<file path="config.mk">
export PLATFORM = sky130hd
export DESIGN_NAME = rc4_key_dispatcher
export DESIGN_NICKNAME = d
export VERILOG_FILES = /design/src/rtl/rc4_key_dispatcher.sv
export SDC_FILE = /design/constraint.sdc
export NUM_CORES = 1
export LEC_CHECK = 0
export ABC_AREA = 1
export CAP_MARGIN = 10
export CORE_ASPECT_RATIO = 1.75
export CORE_UTILIZATION = 25
export CTS_CLUSTER_DIAMETER = 100
export DETAILED_ROUTE_END_ITERATION = 6
export HOLD_SLACK_MARGIN = 0.08
export SLEW_MARGIN = 0
export SYNTH_ARGS = -nofsm -noshare
export SYNTH_HDL_FRONTEND = slang
export SYNTH_SLANG_ARGS = --single-unit
</file>
<file path="constraint.sdc">
create_clock -name clk -period 13 [get_ports clk]
set_input_delay 2.6 -clock clk [delete_from_list [all_inputs] [get_ports clk]]
set_output_delay 2.6 -clock clk [all_outputs]
set_load 0.01 [all_outputs]
</file>
<file path="src/rtl/rc4_key_dispatcher.sv">
// rtl/rc4_key_dispatcher.sv - on-demand chunk dispatcher and found-key collector for RC4 key search cores
module rc4_key_dispatcher #(
    parameter int NUM_CORES  = 4,
    parameter int KEY_WIDTH  = 24,
    parameter int CHUNK_LOG2 = 8
) (
    input  logic                           clk,
    input  logic                           reset,
    input  logic                           start,
    input  logic [KEY_WIDTH-1:0]           key_start,
    input  logic [KEY_WIDTH-1:0]           key_end,
    input  logic [NUM_CORES-1:0]           req,
    input  logic [NUM_CORES-1:0]           found,
    input  logic [NUM_CORES*KEY_WIDTH-1:0] found_key_bus,
    output logic [NUM_CORES-1:0]           grant,
    output logic [KEY_WIDTH-1:0]           grant_key,
    output logic [CHUNK_LOG2:0]            grant_count,
    output logic                           stop_all,
    output logic                           busy,
    output logic                           key_found,
    output logic                           key_exhausted,
    output logic [KEY_WIDTH-1:0]           found_key,
    output logic [$clog2(NUM_CORES):0]     found_core,
    output logic [KEY_WIDTH:0]             keys_dispatched,
    output logic [31:0]                    search_cycles
);
    localparam int IW = $clog2(NUM_CORES) + 1;
    localparam logic [KEY_WIDTH:0] CHUNK_KEYS = (KEY_WIDTH+1)'(1) << CHUNK_LOG2;

    typedef enum logic [1:0] {S_IDLE, S_RUN, S_FOUND, S_EXHAUSTED} state_t;

    state_t               state, state_next;
    logic                 start_q;
    logic [KEY_WIDTH-1:0] key_end_r;
    // One bit of headroom so a range ending at the top key terminates instead of wrapping.
    logic [KEY_WIDTH:0]   next_key;
    logic [IW-1:0]        last_core;

    logic                 start_rise;
    logic [NUM_CORES-1:0] req_eff;
    logic                 keys_left;
    logic [KEY_WIDTH:0]   remaining;
    logic [KEY_WIDTH:0]   chunk_cnt;
    logic                 hi_valid, lo_valid, pick_valid;
    logic [IW-1:0]        hi_idx, lo_idx, pick;
    logic                 do_grant;
    logic [NUM_CORES-1:0] grant_vec;
    logic                 found_any;
    logic [IW-1:0]        found_idx;
    logic [KEY_WIDTH-1:0] found_sel;
    logic                 exhaust;

    assign start_rise    = start & ~start_q;
    assign busy          = (state == S_RUN);
    assign key_found     = (state == S_FOUND);
    assign stop_all      = (state == S_FOUND);
    assign key_exhausted = (state == S_EXHAUSTED);

    // Chunk sizing, round-robin pick and lowest-index found selection.
    always_comb begin
        // A core still shows req in the cycle it sees its grant; that req is stale.
        req_eff   = req & ~grant;
        keys_left = (next_key <= {1'b0, key_end_r});
        remaining = {1'b0, key_end_r} - next_key + (KEY_WIDTH+1)'(1);
        chunk_cnt = (remaining < CHUNK_KEYS) ? remaining : CHUNK_KEYS;

        hi_valid = 1'b0;
        hi_idx   = '0;
        lo_valid = 1'b0;
        lo_idx   = '0;
        for (int i = 0; i < NUM_CORES; i++) begin
            if (req_eff[i] && (i > int'(last_core)) && !hi_valid) begin
                hi_valid = 1'b1;
                hi_idx   = IW'(i);
            end
            if (req_eff[i] && !lo_valid) begin
                lo_valid = 1'b1;
                lo_idx   = IW'(i);
            end
        end
        pick_valid = hi_valid | lo_valid;
        pick       = hi_valid ? hi_idx : lo_idx;

        found_any = 1'b0;
        found_idx = '0;
        found_sel = '0;
        for (int i = 0; i < NUM_CORES; i++) begin
            if (found[i] && !found_any) begin
                found_any = 1'b1;
                found_idx = IW'(i);
                found_sel = found_key_bus[i*KEY_WIDTH +: KEY_WIDTH];
            end
        end

        do_grant = (state == S_RUN) && !found_any && keys_left && pick_valid;
        for (int i = 0; i < NUM_CORES; i++) begin
            grant_vec[i] = do_grant && (IW'(i) == pick);
        end

        exhaust = !keys_left && (&req) && (grant == '0) && !found_any;
    end

    // Next-state logic; FOUND and EXHAUSTED only leave through reset.
    always_comb begin
        state_next = state;
        case (state)
            S_IDLE: begin
                if (start_rise) begin
                    state_next = (key_start > key_end) ? S_EXHAUSTED : S_RUN;
                end
            end
            S_RUN: begin
                if (found_any) begin
                    state_next = S_FOUND;
                end else if (exhaust) begin
                    state_next = S_EXHAUSTED;
                end
            end
            default: state_next = state;
        endcase
    end

    // State, range, grant and statistics registers.
    always_ff @(posedge clk) begin
        if (reset) begin
            state           <= S_IDLE;
            start_q         <= 1'b0;
            key_end_r       <= '0;
            next_key        <= '0;
            last_core       <= IW'(NUM_CORES - 1);
            grant           <= '0;
            grant_key       <= '0;
            grant_count     <= '0;
            found_key       <= '0;
            found_core      <= '0;
            keys_dispatched <= '0;
            search_cycles   <= '0;
        end else begin
            state   <= state_next;
            start_q <= start;
            grant   <= grant_vec;
            if (state == S_IDLE && start_rise) begin
                key_end_r <= key_end;
                next_key  <= {1'b0, key_start};
            end
            if (do_grant) begin
                grant_key       <= next_key[KEY_WIDTH-1:0];
                grant_count     <= chunk_cnt[CHUNK_LOG2:0];
                next_key        <= next_key + chunk_cnt;
                keys_dispatched <= keys_dispatched + chunk_cnt;
                last_core       <= pick;
            end
            if (state == S_RUN && found_any) begin
                found_key  <= found_sel;
                found_core <= found_idx;
            end
            if (state == S_RUN && search_cycles != '1) begin
                search_cycles <= search_cycles + 32'd1;
            end
        end
    end
endmodule

</file>
==> metrics.csv <==
metric,value,unit
dieArea,53900,um^2
critPathBufInv,6,
final_area,17400,um^2
drt_iter0_drc,671,
cap_violations,0,
grt_max_degree,80,
grt_first_pass_wirelength,75800,um
crit_fanout,26,
netlist_area,13200,um^2
dp_hpwl,40200,um
die_x,176,um
root_buffer,clkbuf_16,
vias,14029,
final_cell_count_no_fill,2924,
hold_viol,0,
worstSetupStartpointType,input port,
synth_cells,1957,
fin_crit,5.50,ns
clk_latency,0.47,ns
remaining_drc_errors,0,
yosys_warnings,0,
power_density,115,nW/um^2
post_cts_resize_count,0,
grtUsageTotal,18.3,%
ys_seq_area_share,26.3,%
power,2000,uW
rsz0062_at_grt,no,
placed_area,16800,um^2
gp_congestion,0.955,
final_util,33.2,%
routed_wl,49800,um
ctsHoldBuffers,0,
ios,280,
finalCritPeriodShare,42.3,%
avgSynthCellArea,6.76,um^2
finClkSkew,0.0179,ns
syn_to_final_growth,31.4,%
worstMarginPinSlew,1.15,ns
drive_gt1_share,5.17,%
clk_pin_slew,0.07,ns
dp_cells,2888,
fin_nets,2530,
fin_setup_tns,0,ns
worstPathRequired,13.33,ns
status,completed,
grt_pass1_vias,13927,
core-area,52400,um^2
max_stage_delay,0.70,ns
wire_per_inst,17.0,um
overflow,0,
cellLeakagePower,0.00772,uW
synthFlopType,dfxtp_1,
cp.depth,12,
via_per_inst,4.80,
relSlewSlack,23.0,%
antenna_found_initial,4,
fp.dieH,306,um
crit_top_cell,nor2_1,
post_cts_buffers,0,
synth_cell_types,53,
cts_buffer_depth,2,
cts_buffers,17,
slew_violations,0,
rows,111,
async_reset_ff_share,0,%
cts_tree,yes,
cp_slowest_cell,clkinv_1,
port_buffers,278,
fmax,0.182,GHz
hp-class,reg -> reg,
crit_chain,clkdlybuf4s50_1 -> buf_4 -> nor2_1 -> inv_1 -> nor2_1 -> inv_2 -> nor2_1 -> inv_1 -> nand2_1 -> clkinv_1 -> nand2_1 -> o21ai_0,
firstDrtPassIters,5,
end_kind,register,
critPathTopFamily,simple AND/OR/NAND/NOR gates,
critPathKind,in -> reg,
htreeDepth,4,
ant_nets,0,
ir_worst_vdd,94.5,uV
setup_viol,0,
synth_edf_count,0,
clkSinkCount,174,
cp_data_arrival_time,5.84,ns
initial_core_util,25.3,%
ys_ff_latch,174,
holdPathStages,2,
reg2reg_depth,29,
==> layout make-up <==
type / count / area (um^2)
Antenna cell: 4 / 10.0
Clock buffer: 17 / 425
Inverter: 254 / 955
Tap cell: 678 / 848
Timing Repair Buffer: 285 / 2830
Fill cell: 5587 / 35000
Clock inverter: 15 / 193
Multi-Input combinational cell: 1497 / 8640
Sequential cell: 174 / 3480
==> metrics by stage <==
| step | hold WS [ns] | setup WS [ns] |
|---|---|---|
| after detailed placement | 0.476 | 7.01 |
| after global placement | 0.473 | 7.11 |
| after floorplan | 0.466 | 8.66 |
| final | 0.488 | 7.50 |
| after global routing | 0.517 | 6.99 |
| after CTS | 0.495 | 7.50 |
==> flip-flops by register name, indices dropped and copies added, names as in the netlist <==
signal and flops:
found_core 2, found_key 24, grant 4, grant_count 9
grant_key 24, key_end_r 24, keys_dispatched 25, last_core 2
next_key 25, search_cycles 32, start_q 1, state 2
==> worst paths after layout <==
path,start,endpoint,slack (ns)
hold reg to reg,found_key[8],found_key[8],0.49
setup reg to reg,next_key[1],keys_dispatched[21],7.51
setup / recovery,found[0],found_key[8],7.50
hold / removal,found_key[8],found_key[8],0.49
==> cell usage in the layout (no fill, tap or decap), types with 29 or more instances in the layout <==
cell / count
a21oi_1: 255
clkdlybuf4s50_1: 277
conb_1: 31
dfxtp_1: 174
ha_1: 142
inv_1: 239
nand2_1: 381
nand3_1: 92
nand4_1: 33
nor2_1: 144
nor3_1: 32
o21ai_0: 156
xor2_1: 29
==> logic make-up after synthesis <==
| kind of cell | after synthesis | share of synthesized area [%] |
|---|---|---|
| AOI/OAI and AO/OA | 503 | 20.8 |
| xor gates and xnor gates | 55 | 3.64 |
| adders and majority gates | 146 | 14.0 |
| buffers and inverters | 316 | 9.25 |
| DFF | 174 | 26.3 |
| other | 1 | 0.0284 |
| and+or+nand+nor | 762 | 25.9 |
==> cells in the mapped netlist, types with 6 or more instances <==
master | count | area, um^2
nand2_1 | 381 | 1430
a21oi_1 | 255 | 1280
inv_1 | 240 | 901
dfxtp_1 | 174 | 3480
o21ai_0 | 156 | 781
nor2_1 | 145 | 544
ha_1 | 142 | 1780
nand3_1 | 92 | 460
clkbuf_1 | 39 | 146
nand4_1 | 33 | 206
nor3_1 | 32 | 160
xor2_1 | 29 | 254
xnor2_1 | 26 | 228
nand2_2 | 21 | 131
buf_2 | 16 | 80.1
a22o_1 | 14 | 123
inv_2 | 12 | 45.0
a31oi_1 | 11 | 68.8
nand3_2 | 11 | 110
o21ai_1 | 11 | 55.1
a221oi_1 | 10 | 87.6
nor4_1 | 10 | 62.6
a21o_1 | 8 | 60.1
nor2_2 | 8 | 50.1
o21bai_1 | 8 | 60.1
o31ai_1 | 8 | 60.1
nand3b_1 | 7 | 52.6
nor3_2 | 6 | 60.1
o21a_1 | 6 | 45.0
==> per-layer routing <==
metal / up-vias / share of wire (%) / GRT usage [%]
met4: 0 / 4.4 / 9.52
met1: 6499 / 39 / 19.3
met2: 350 / 54 / 34.9
li1: 7079 / - / -
met5: - / 0 / 0
met3: 101 / 3.0 / 2.02
==> worst min-delay path: cells and delay by family, from the launching register on <==
kind | cells | cell delay, ns
and+or+nand+nor | 1 | 0.07
AOI/OAI and AO/OA | 1 | 0.06
DFF | 1 | 0.33
==> power by group <==
| part | switching (uW) | internal, uW | leakage, uW |
|---|---|---|---|
| clock | 262 | 295 | 0.000295 |
| combinational | 539 | 306 | 0.00601 |
| sequential | 34.4 | 568 | 0.00141 |
| total | 836 | 1170 | 0.00772 |
Power figures use the tool's default switching activity.
==> RTL edit 1 (same settings) <==
The parameter `CHUNK_LOG2` goes from 8 to 9.
--- a/src/rtl/rc4_key_dispatcher.sv
+++ b/src/rtl/rc4_key_dispatcher.sv
@@ -2,7 +2,7 @@
 module rc4_key_dispatcher #(
     parameter int NUM_CORES  = 4,
     parameter int KEY_WIDTH  = 24,
-    parameter int CHUNK_LOG2 = 8
+    parameter int CHUNK_LOG2 = 9
 ) (
     input  logic                           clk,
     input  logic                           reset,
Ports: changed (resized grant_count); port bits go from 280 to 281. The function was not compared with the original's and may differ.
==> RTL edit 1 against the original RTL <==
  * Hold slack worse by 0.016 ns
  * Worst setup slack improved by 0.054 ns
  * Count of clock-buffer cells in the layout stayed put
  * Clock power fell by 3%
  * Utilization up 0.060 points
  * Via count rose by 1.2%
  * Sequential cell count up 1
  * Wire length rose by 6.5%
  * Power is 0.12% higher
  * Area after synthesis rose by 0.82%
  * Combinational power up 2.6%
  * Design area increased by 0.45%
  * Sequential power is essentially flat
  * First-iteration DRC count up 19%
  * Critical endpoint is now next_key[20]$_SDFFE_PP0P_
  * Largest power group unchanged
==> RTL edit 1: results (changes against the original RTL) <==
Power and ir drop:
- The part of the total power dissipated in combinational logic is 43.2% (+1.1 points).
- The largest vdd supply drop is 0.08742 mV (-7.5%).
- The switching power as a share of total power was 42.70% (+1.0 points).
- The total leakage power was 7.505 nW (-2.8%).
- The power dissipated in sequential cells is 0.602 mW (about the same).

Placed design:
- The number of instances in the placed design was 2879 (-0.31%).
- The estimated wirelength of the detail-placed design came to 42940 um (+6.8%).
- The area after detailed placement is 0.01686 mm^2 (+0.63%).
- The number of I/O port buffers is 279 (+0.36%).
- The final estimated routing congestion in global placement is 0.9615 (+0.68%).

Final layout:
- The number of nets in the layout is 2521 (-0.36%).
- The count of inserted antenna diode cells is 0 (-4).
- The layout cell share with drive strength beyond 1 is 4.792% (-0.38 points).
- The number of filler instances in the final layout is 5634 (+0.84%).

Global routing:
- The met2 track demand over resource is 35.06% (+0.20 points).
- The pin count of the biggest net entering global routing is 83 (+3.8%).
- The met3 track utilization from global routing was 2.543% (+0.52 points).
- The initial antenna violation count came to 2 (-2).
- The global-route wire length before repair was 80520 um (+6.2%).
- The met1 track demand over resource is 22.51% (+3.2 points).

Yosys:
- The number of instances in the synthesized netlist is 1949 (-0.41%).
- In the post-synthesis netlist, the biggest area contributors are sky130_fd_sc_hd__dfxtp_1 26%, sky130_fd_sc_hd__ha_1 13%, sky130_fd_sc_hd__nand2_1 11%.
- The sequential cell area fraction in the yosys report is 26.27% (-0.065 points).
- In the synthesized netlist, the cells that appear most often are 380 x sky130_fd_sc_hd__nand2_1, 263 x sky130_fd_sc_hd__a21oi_1, 212 x sky130_fd_sc_hd__inv_1.

Timing:
- The slew of the pin with the lowest slew margin came to 0.9101 ns (-0.2435 ns).
- The maximum clock frequency was 183.5 MHz (+1.0%).
- The final hold slack was 0.4721 ns (-0.01588 ns).
- The clock skew after layout came to 0.01754 ns (-0.0003945 ns).

Worst setup path:
- The worst reg-to-reg path cell count was 23 (-21%).
- Tracing the worst setup path back leads to its startpoint at next_key[6]$_SDFFE_PP0P_.
- The capture point of the critical path is next_key[20]$_SDFFE_PP0P_.
- The reg-to-reg setup timing slack is 7.55 ns (+0.04 ns).
- The largest fanout of any net on the critical path was 11 (-58%).
- The biggest cell delay along the critical path is 0.58 ns (-0.12 ns).

Worst hold path:
- The worst min-delay path startpoint is keys_dispatched[24]$_SDFFE_PP0P_.
- The worst hold endpoint is keys_dispatched[24]$_SDFFE_PP0P_.

CTS:
- The tree is rooted in a sky130_fd_sc_hd__clkbuf_16.

Routing:
- The overall via count from detail_route was 14200 (+1.2%).
- The routed via count divided by cell count is 4.878 (+1.7%).

Run status:
- The run finished with clean final reports.
RTL edit 1: cell types whose count changed after synthesis, moves of 8 or more:
cell,change
sky130_fd_sc_hd__nand4_1,+8
sky130_fd_sc_hd__nor2_2,+10
sky130_fd_sc_hd__xor2_1,+12
sky130_fd_sc_hd__nand3_1,-13
sky130_fd_sc_hd__a21oi_1,+8
sky130_fd_sc_hd__nand3_2,-8
sky130_fd_sc_hd__inv_1,-28
sky130_fd_sc_hd__o21ai_1,-8
sky130_fd_sc_hd__nand2_2,-10
RTL edit 1: cell families after synthesis:
| logic type | after synthesis | share of synthesized area, % |
|---|---|---|
| buffers and inverters | 284 | 8.408 |
| AOI/OAI and AO/OA | 521 | 21.46 |
| and+or+nand+nor | 753 | 25.32 |
| other | 1 | 0.02812 |
| DFF | 175 | 26.27 |
| adders and majority gates | 146 | 13.93 |
| xor gates and xnor gates | 69 | 4.589 |
RTL edit 1: per-layer routing:
| layer | wire (um) | vias up |
|---|---|---|
| met2 | 27460 | 335 |
| met3 | 1786 | 77 |
| met5 | 24 | - |
| met1 | 21790 | 6677 |
| li1 | - | 7107 |
| met4 | 1949 | 4 |
RTL edit 1: tightest hold or removal path: stages, from the launching register on:
cell and delay [ns]:
sky130_fd_sc_hd__dfxtp_1 0.33, sky130_fd_sc_hd__inv_1 0.05, sky130_fd_sc_hd__a21oi_1 0.05
RTL edit 1: final cells by class:
type | count | area [um^2] | area share (%)
multi-input cells | 1518 | 8830 | 50.57
flip-flops and latches | 175 | 3503 | 20.06
repair buffers | 287 | 2848 | 16.31
well taps | 678 | 848.3 | 4.858
inverters | 221 | 830.8 | 4.758
clock buffers | 17 | 425.4 | 2.436
clock inverters | 15 | 175.2 | 1.003
==> RTL edit 2 (same flow settings) <==
Without the edit above. Re-encode `state_t` (4 states) as Gray code, 2 bits wide.
--- a/src/rtl/rc4_key_dispatcher.sv
+++ b/src/rtl/rc4_key_dispatcher.sv
@@ -27,7 +27,7 @@
     localparam int IW = $clog2(NUM_CORES) + 1;
     localparam logic [KEY_WIDTH:0] CHUNK_KEYS = (KEY_WIDTH+1)'(1) << CHUNK_LOG2;
 
-    typedef enum logic [1:0] {S_IDLE, S_RUN, S_FOUND, S_EXHAUSTED} state_t;
+    typedef enum logic [1:0] {S_IDLE = 2'b00, S_RUN = 2'b01, S_FOUND = 2'b11, S_EXHAUSTED = 2'b10} state_t;
 
     state_t               state, state_next;
     logic                 start_q;
Function: same outputs for any inputs over 4 cycles, from zero or initial values and one cycle with reset high; so few cycles prove little.
==> RTL edit 2 against the original RTL <==
  * Register-to-register slack got worse by 0.10 ns
  * Highest routed layer is now met5
  * Wire length fell by 5.5%
  * Sequential cell count did not move
  * Clock power fell by 6.6%
  * Count of clock-buffer cells in the layout rose by 2
  * Combinational power rose by 1%
  * Critical path type is now reg2reg
  * Worst setup slack got worse by 0.086 ns
  * Global-route usage fell by 0.55 points
  * Critical path depth rose by 18
  * Critical endpoint is now next_key[19]$_SDFFE_PP0P_
  * Largest cell class unchanged
  * Design area fell by 1.3%
  * Area after synthesis fell by 1.4%
  * Power fell by 1.0%
  * Clock skew fell by 0.0025 ns
  * Final cell count fell by 1.4%
==> RTL edit 2: results (changes against the original RTL) <==
Run status:
- The flow ran to the end, and the final reports show no timing, DRC or antenna violations.

Global routing:
- The number of global-route vias before repair is 14090 (+1.2%).
- The total routing usage reported by global routing came to 17.72% (-0.55 points).
- The pin count of the biggest net entering global routing is 93 (+16%).
- The global-route wire length before repair is 74070 um (-2.3%).
- The initial antenna violation count is 3 (-1).

Placed design:
- The final estimated routing congestion in global placement is 0.9539 (-0.12%).
- The number of I/O port buffers is 278 (unchanged).
- The estimated wirelength of the detail-placed design is 38330 um (-4.6%).

Routing:
- The routed via count divided by cell count is 4.786 (-0.24%).
- The iteration-0 DRC count of the detailed router is 762 (+14%).
- The post-detailed-routing wire length is 47050 um (-5.5%).
- The number of nets still failing antenna checks after routing came to 0 (unchanged).
- The detailed-routing iteration count for the pre-antenna-repair pass came to 5 (unchanged).

Power and ir drop:
- The largest vdd supply drop is 0.09363 mV (-0.96%).
- The switching power was 0.8356 mW (about the same).
- The total leakage power is 7.391 nW (-4.2%).

Worst hold path:
- The instance count along the most critical hold path was 2 (unchanged).
- The worst min-delay path startpoint is grant_key[1]$_SDFFE_PP0P_.
- The worst hold endpoint is grant_key[1]$_SDFFE_PP0P_.

CTS:
- The post-CTS repair timing setup buffer count is 0 (unchanged).
- The post-CTS clock slew at the launch and capture registers of the worst setup and hold paths was 0.07 ns (about the same).
- The number of levels the H-tree was split into was 4 (unchanged).

Worst setup path:
- The startpoint of the most critical register-to-register path is next_key[1]$_SDFFE_PP0P_.
- On the critical path, the stage with the largest delay is an instance of sky130_fd_sc_hd__dfxtp_1.
- The largest fanout of any net on the critical path is 10 (-62%).
- The worst reg-to-reg path cell count is 30 (+3.4%).
- The biggest cell delay along the critical path is 0.47 ns (-0.23 ns).
- The reg-to-reg setup timing slack is 7.41 ns (-0.10 ns).
- The worst reg2reg path endpoint is next_key[19]$_SDFFE_PP0P_.
- The worst endpoint data arrival time was 5.90 ns (+0.06 ns).

Final layout:
- The number of nets in the layout is 2499 (-1.2%).
- The number of filler instances in the final layout is 5565 (-0.39%).
- The layout cell share with drive strength beyond 1 was 4.659% (-0.52 points).
- The count of inserted antenna diode cells is 0 (-4).

Timing:
- The clock skew after layout is 0.01539 ns (-0.002547 ns).
- The relative slew slack is 24.80% (+1.8 points).

Yosys:
- The share of flip-flops with an asynchronous set or reset after synthesis is 0% (unchanged).
- The number of unique standard cell types used by synthesis is 52 (-1.9%).
- By area the synthesized netlist is led by sky130_fd_sc_hd__dfxtp_1 27%, sky130_fd_sc_hd__ha_1 14%, sky130_fd_sc_hd__a21oi_1 12%.
- Ranked by instance count, the synthesized netlist is headed by 378 x sky130_fd_sc_hd__nand2_1, 308 x sky130_fd_sc_hd__a21oi_1, 230 x sky130_fd_sc_hd__inv_1.
- The sequential cell area fraction in the yosys report came to 26.71% (+0.37 points).
==> RTL edit 2: cell count changes after synthesis, sizes merged, moves of 6 or more <==
cell    delta
nand3     -35
xor2       +8
o21ai      +9
a22o      +10
a31oi      -6
inv       -15
nor2      -15
a221oi     -6
a21oi     +52
o31ai      -7
nand2     -10
==> RTL edit 2: logic make-up after synthesis <==
group                    count (synthesis)  share of synthesized area (%)
XOR/XNOR                                60                          4.030
other                                    1                        0.02876
flip-flops                             174                          26.71
buffers and inverters                  301                          8.885
AND/OR/NAND/NOR                        693                          23.26
adder cells (fa/ha/maj)                146                          14.24
AO/OA/AOI/OAI                          551                          22.85
==> RTL edit 2: worst max-delay path: cells and delay by family (launching register included) <==
family / cells / cell delay [ns]
buffers and inverters: 3 / 0.20
flip-flops: 1 / 0.47
AND/OR/NAND/NOR: 17 / 2.41
adder cells (fa/ha/maj): 4 / 1.17
AO/OA/AOI/OAI: 6 / 1.21
==> RTL edit 2: worst max-delay path by stage <==
stage	end	startpoint
after floorplan	next_key[19]$_SDFFE_PP0P_	next_key[1]$_SDFFE_PP0P_
after global placement	grant_count[8]$_SDFFE_PP0P_	found[0]
after detailed placement	next_key[1]$_SDFFE_PP0P_	found[0]
after CTS	next_key[19]$_SDFFE_PP0P_	next_key[1]$_SDFFE_PP0P_
after global routing	next_key[16]$_SDFFE_PP0P_	next_key[1]$_SDFFE_PP0P_
final	next_key[19]$_SDFFE_PP0P_	next_key[1]$_SDFFE_PP0P_
==> RTL edit 2: layout make-up <==
type / count / share of cell area (%)
clock inverters: 13 / 0.7291
inverters: 238 / 5.220
flip-flops and latches: 174 / 20.30
clock buffers: 19 / 2.639
well taps: 672 / 4.899
repair buffers: 286 / 16.54
multi-input cells: 1481 / 49.68
==> RTL edit 2: metrics by stage <==
stage	hold WS [ns]	cell area, um^2	utilization, %	std cells	setup WS, ns
final	0.4721	17160	33.34	2883	7.409
after global routing	0.5029	17160	33.34	2883	6.989
after CTS	0.4728	17160	33.34	2883	7.442
after detailed placement	0.4591	16580	32.22	2851	7.137
after global placement	0.4473	16580	32.22	2851	7.191
after floorplan	0.4661	13150	-	1956	8.687
==> RTL edit 2: metal layers <==
layer	track usage, %	share of wire, %
met3	3.048	4.4
met5	0	0.083
met1	18.09	38
met2	33.12	52
met4	10.60	5.9
==> RTL edit 2: power groups by stage <==
stage	clock [mW]	sequential, mW	combinational [mW]
final	0.520	0.609	0.855
after global routing	0.553	0.614	0.955
after CTS	0.537	0.609	0.854
after detailed placement	0	0.620	0.849
after global placement	0	0.620	0.840
after floorplan	0	0.618	0.556
